===== config.mk =====
export PLATFORM = sky130hd
export DESIGN_NAME = hash_scheduler
export DESIGN_NICKNAME = d
export VERILOG_FILES = /design/src/rtl/hash_scheduler.sv
export SDC_FILE = /design/constraint.sdc
export NUM_CORES = 1
export LEC_CHECK = 0
export CAP_MARGIN = 20
export CORE_UTILIZATION = 52
export DETAILED_ROUTE_END_ITERATION = 6
export MAX_ROUTING_LAYER = met4
export PLACE_DENSITY_LB_ADDON = 0.2
export SLEW_MARGIN = 20
export SYNTH_ARGS = -nofsm -noshare
export SYNTH_HDL_FRONTEND = slang
export SYNTH_SLANG_ARGS = --single-unit

===== constraint.sdc =====
create_clock -name sysclk -period 5.3 [get_ports sysclk]
set_input_delay 1.06 -clock sysclk [delete_from_list [all_inputs] [get_ports sysclk]]
set_output_delay 1.06 -clock sysclk [all_outputs]
set_load 0.05 [all_outputs]

===== src/rtl/hash_scheduler.sv =====
// Once-per-second hash launcher with timeout supervision and display-source selection.
// Optional HASH_SCHED_OVERRUN_CNT_EN adds a saturating missed_ticks counter for dropped ticks.
module hash_scheduler #(
  parameter int WIDTH          = 16,
  parameter int TIMEOUT_CYCLES = 1000
) (
  input  logic             sysclk,
  input  logic             reset,
  input  logic             tick_in,
  input  logic [WIDTH-1:0] cur_time,
  input  logic [WIDTH-1:0] student_id,
  input  logic             button_pulse,
  input  logic             hash_done,
  input  logic [WIDTH-1:0] hash_result,
  output logic             hash_start,
  output logic [WIDTH-1:0] hash_time,
  output logic [WIDTH-1:0] hash_id,
  output logic [WIDTH-1:0] disp_value,
  output logic [1:0]       disp_mode,
  output logic             busy,
  output logic             timeout_err,
`ifdef HASH_SCHED_OVERRUN_CNT_EN
  output logic [7:0]       missed_ticks,
`endif
  output logic [1:0]       state_dbg
);

  // Hasher handshake: hash_start is a single-cycle strobe while in START; the operands
  // on hash_time/hash_id stay stable until the FSM is back in IDLE. hash_done is only
  // honoured in WAIT, where hash_result is taken on the same edge.

  localparam int CW = (TIMEOUT_CYCLES > 2) ? $clog2(TIMEOUT_CYCLES) : 1;
  localparam logic [CW-1:0] TO_LAST = CW'(TIMEOUT_CYCLES - 1);
  localparam logic [CW-1:0] CNT_ONE = CW'(1);

  typedef enum logic [1:0] {
    IDLE  = 2'd0,
    START = 2'd1,
    WAIT  = 2'd2
  } state_t;

  state_t           state, state_n;
  logic             pending, pending_n;
  logic [CW-1:0]    cnt, cnt_n;
  logic [WIDTH-1:0] hash_reg, hash_n;
  logic [WIDTH-1:0] frozen_reg, frozen_n;
  logic [WIDTH-1:0] time_n, id_n, disp_n;
  logic [1:0]       mode_n;
  logic             err_n;

  assign hash_start = (state == START);
  assign busy       = (state != IDLE);
  assign state_dbg  = state;

  always_ff @(posedge sysclk or posedge reset) begin
    if (reset) begin
      state       <= IDLE;
      pending     <= 1'b0;
      cnt         <= '0;
      hash_reg    <= '0;
      frozen_reg  <= '0;
      hash_time   <= '0;
      hash_id     <= '0;
      disp_value  <= '0;
      disp_mode   <= 2'd0;
      timeout_err <= 1'b0;
    end else begin
      state       <= state_n;
      pending     <= pending_n;
      cnt         <= cnt_n;
      hash_reg    <= hash_n;
      frozen_reg  <= frozen_n;
      hash_time   <= time_n;
      hash_id     <= id_n;
      disp_value  <= disp_n;
      disp_mode   <= mode_n;
      timeout_err <= err_n;
    end
  end

  always_comb begin
    state_n   = state;
    pending_n = pending;
    cnt_n     = cnt;
    hash_n    = hash_reg;
    time_n    = hash_time;
    id_n      = hash_id;
    err_n     = timeout_err;
    case (state)
      IDLE: begin
        if (tick_in || pending) begin
          time_n    = cur_time;
          id_n      = student_id;
          pending_n = 1'b0;
          state_n   = START;
        end
      end
      START: begin
        cnt_n   = '0;
        state_n = WAIT;
        if (tick_in) pending_n = 1'b1;
      end
      WAIT: begin
        cnt_n = cnt + CNT_ONE;
        if (tick_in) pending_n = 1'b1;
        // A completion on the final allowed cycle still counts as a success.
        if (hash_done) begin
          hash_n  = hash_result;
          state_n = IDLE;
        end else if (cnt == TO_LAST) begin
          err_n   = 1'b1;
          state_n = IDLE;
        end
      end
      default: begin
        state_n   = IDLE;
        pending_n = 1'b0;
      end
    endcase
  end

  // Display path looks at next-state values so a mode change and a capture on the
  // same edge are both reflected in the registered word.
  always_comb begin
    mode_n   = disp_mode;
    frozen_n = frozen_reg;
    disp_n   = '0;
    if (button_pulse) begin
      mode_n = disp_mode + 2'd1;
      if (disp_mode == 2'd2) frozen_n = hash_reg;
    end
    case (mode_n)
      2'd0:    disp_n = hash_n;
      2'd1:    disp_n = cur_time;
      2'd2:    disp_n = student_id;
      default: disp_n = frozen_n;
    endcase
  end

`ifdef HASH_SCHED_OVERRUN_CNT_EN
  always_ff @(posedge sysclk or posedge reset) begin
    if (reset) begin
      missed_ticks <= 8'd0;
    end else if (tick_in && pending && (state != IDLE) && (missed_ticks != 8'hFF)) begin
      missed_ticks <= missed_ticks + 8'd1;
    end
  end
`endif

endmodule


==> results by group <==
Status
  • Outcome: complete, no violations

Clocking
  • CTS Buf Count: 9
  • CTS tree: built
  • Clock Latency Late Sink: 0.36 ns
  • Clock Pin Slew Worst Setup and Hold Paths: 0.09 ns
  • Hold bufs inserted after CTS: 0
  • Post_cts resized: 0
  • Clk buf depth: 2
  • Buffer count from post-CTS setup fixing: 0
  • Clock sink count: 96
  • CTS root buf: clkbuf_8
  • H-Tree Level Count: 3

Place
  • IO Port Bufs: 107
  • Gpl congestion: 0.8073
  • Final HPWL DP: 6474 µm
  • Post-placement cell count: 534

Final layout
  • Most common library cell in the layout ignoring fill and taps: clkdlybuf4s50_1
  • Layout Nets: 503
  • Antenna cells: 0
  • Share of cells above drive strength 1: 16.48%
  • Most frequent cells in the layout: 107 x clkdlybuf4s50_1, 96 x dfrtp_1, 47 x mux2_2
  • Final std cells w/o fill: 551
  • Layout area overhead: 32.27%
  • Final core utilization: 71.02%

Global routing
  • Largest net degree at the start of global routing: 60
  • GRT met3 Usage: 3.183%
  • Met2 Use GR: 38.95%
  • Vias in the first global route: 3,059
  • Initial antenna violation count: 0
  • First-pass GRT wire length: 15,120 µm
  • M1 GR Usage: 31.05%
  • Busiest grt layer: met2
  • Overflow left after global routing: 0
  • Total track usage: 23.95%

Worst hold path
  • Min-delay worst type: flip-flop to flip-flop

Critical path
  • Critical path class: input pin to flip-flop
  • Worst Path Arrival: 3.33 ns
  • Slowest-stage cell, CP: clkdlybuf4s50_1
  • Worst setup EP type: flip-flop
  • Worst path required time: 5.47 ns
  • Largest fanout on the critical path: 22
  • Setup crit start kind: input pin
  • Worst Path Buf+Inv: 1
  • CP peak stage delay: 1.02 ns
  • Cell family with most CP delay: buffers and inverters
  • Crit path cell chain: clkdlybuf4s50_1 > nand2b_1 > o21ai_2 > a32oi_1

Floorplanning
  • Die area: 0.008340 mm²
  • I/O Pins: 108
  • Die height: 91.33 µm
  • Core footprint: 0.007727 mm²
  • Initial Utilization: 53.69%
  • FP Rows: 32
  • Die W: 91.33 µm

Yosys
  • Post-synth EDFFs: 0
  • Syn nets: 399
  • Sequential-to-total area share from yosys stat: 57.90%
  • Synth Warn #: 0
  • Top FF cell, synth: dfrtp_1
  • Synth Cell Area: 0.004149 mm²
  • Synthesized flop and latch total: 96
  • Async set-or-reset flop fraction in the synthesized netlist: 100.0%
  • Syn avg cell area: 12.20 µm²
  • Yosys cell types: 39
  • Post-Synthesis Cells: 340

STA
  • Final min period: 3.159 ns
  • Final period utilization: 59.60%
  • Least-Margin Pin Slew: 0.9239 ns
  • Hold Violations, Final: 0
  • Slew HR: 38.40%
  • Worst clock skew: 0.01725 ns
  • Setup repair after global routing missed its margin: false
  • Final setup fails: 0
  • FMAX: 316.6 MHz
  • Setup_tns: 0 ns
  • Max-slew violations: 0

Route
  • Post-Route WL: 9416 µm
  • Final ANT Viol Nets: 0
  • DRC errors left: 0
  • Vias per inst: 5.563
  • Wire per inst: 17.09 µm
  • DR iter-0 viols: 208
  • DR pass1 iterations: 5
  • Via count: 3,065

Pwr
  • Pwr dens: 712.3 mW/mm²
  • Max rail drop VDD: 0.0004275 V
  • Leakage dissipation: 2.397 nW

Job
  • Max-cap violations: 0
power by group:
group          switching (mW)  internal [mW]  leakage [nW]
registers               0.171           1.07          1.17
logic                    1.40          0.827          1.14
clock network           0.254          0.187        0.0861
cell type report:
type                    instances  area, µm²
clock buffers                  11      141.4
multi-input cells             205       1580
fillers                       565       2240
clock inverters                 5      41.29
flip-flops and latches         96       2402
well taps                     102      127.6
repair buffers                109       1106
inverters                      23      88.84
through the flow:
stage          total power [mW]  setup slack, ns  hold slack [ns]  area (µm²)
2_1_floorplan             2.780            1.735           0.4400        4149
3_3_place_gp              3.391            1.875           0.4519        5278
3_5_place_dp              3.450            1.788           0.4559        5278
4_1_cts                   3.893            2.184           0.4818        5460
5_1_grt                   4.105            1.971           0.5002        5488
6_report                  3.909            2.141           0.4813        5488
kinds of logic (layout without fill, tap and decap cells):
| logic type | Yosys count | after routing | share of synthesized area [%] |
|---|---|---|---|
| flip-flops | 96 | 96 | 57.90 |
| adder cells (fa/ha/maj) | 6 | 6 | 1.809 |
| XOR/XNOR | 4 | 4 | 0.8443 |
| AO/OA/AOI/OAI | 62 | 62 | 11.16 |
| buffers and inverters | 39 | 148 | 4.282 |
| multiplexers | 60 | 60 | 15.89 |
| AND/OR/NAND/NOR | 73 | 73 | 8.112 |
path summary, 6_finish.rpt:
kind / cells after the start / from / slack (ns) / endpoint
setup / recovery: 4 / button_pulse / 2.14 / disp_value[0]
hold / removal: 2 / frozen_reg[13] / 0.48 / frozen_reg[13]
setup reg to reg: 5 / disp_mode[0] / 2.62 / disp_value[0]
hold reg to reg: 2 / frozen_reg[13] / 0.48 / frozen_reg[13]
max in group asynchronous: 3 / reset / 3.17 / hash_id[12]
min in group asynchronous: 2 / reset / 1.17 / hash_id[13]
cell usage after synthesis (4+ instances only):
cell	n	area share [%]
ha_1	6	1.8
buf_2	10	1.2
nand3_1	11	1.3
nor3_1	5	0.60
a32oi_1	10	2.1
dfrtp_1	96	58
a22oi_1	8	1.4
nor2_1	7	0.63
inv_1	23	2.1
xnor2_1	4	0.84
nand2_1	36	3.3
mux2i_1	13	3.1
mux2_2	47	13
o21ai_0	15	1.8
a21oi_1	7	0.84
nand2b_1	4	0.60
layer usage:
metal	share of wire, %	routed length [µm]	vias up
met4	2.0	184	0
met5	0	0	-
met3	5.0	469	17
li1	-	-	1420
met1	44	4155	1524
met2	49	4605	104
worst min-delay path, cell delays in order, from the launching register on:
cell and delay [ns]:
dfrtp_1 0.33, nand2_1 0.06, nand2_1 0.06
(Power assumes the default switching activity.)
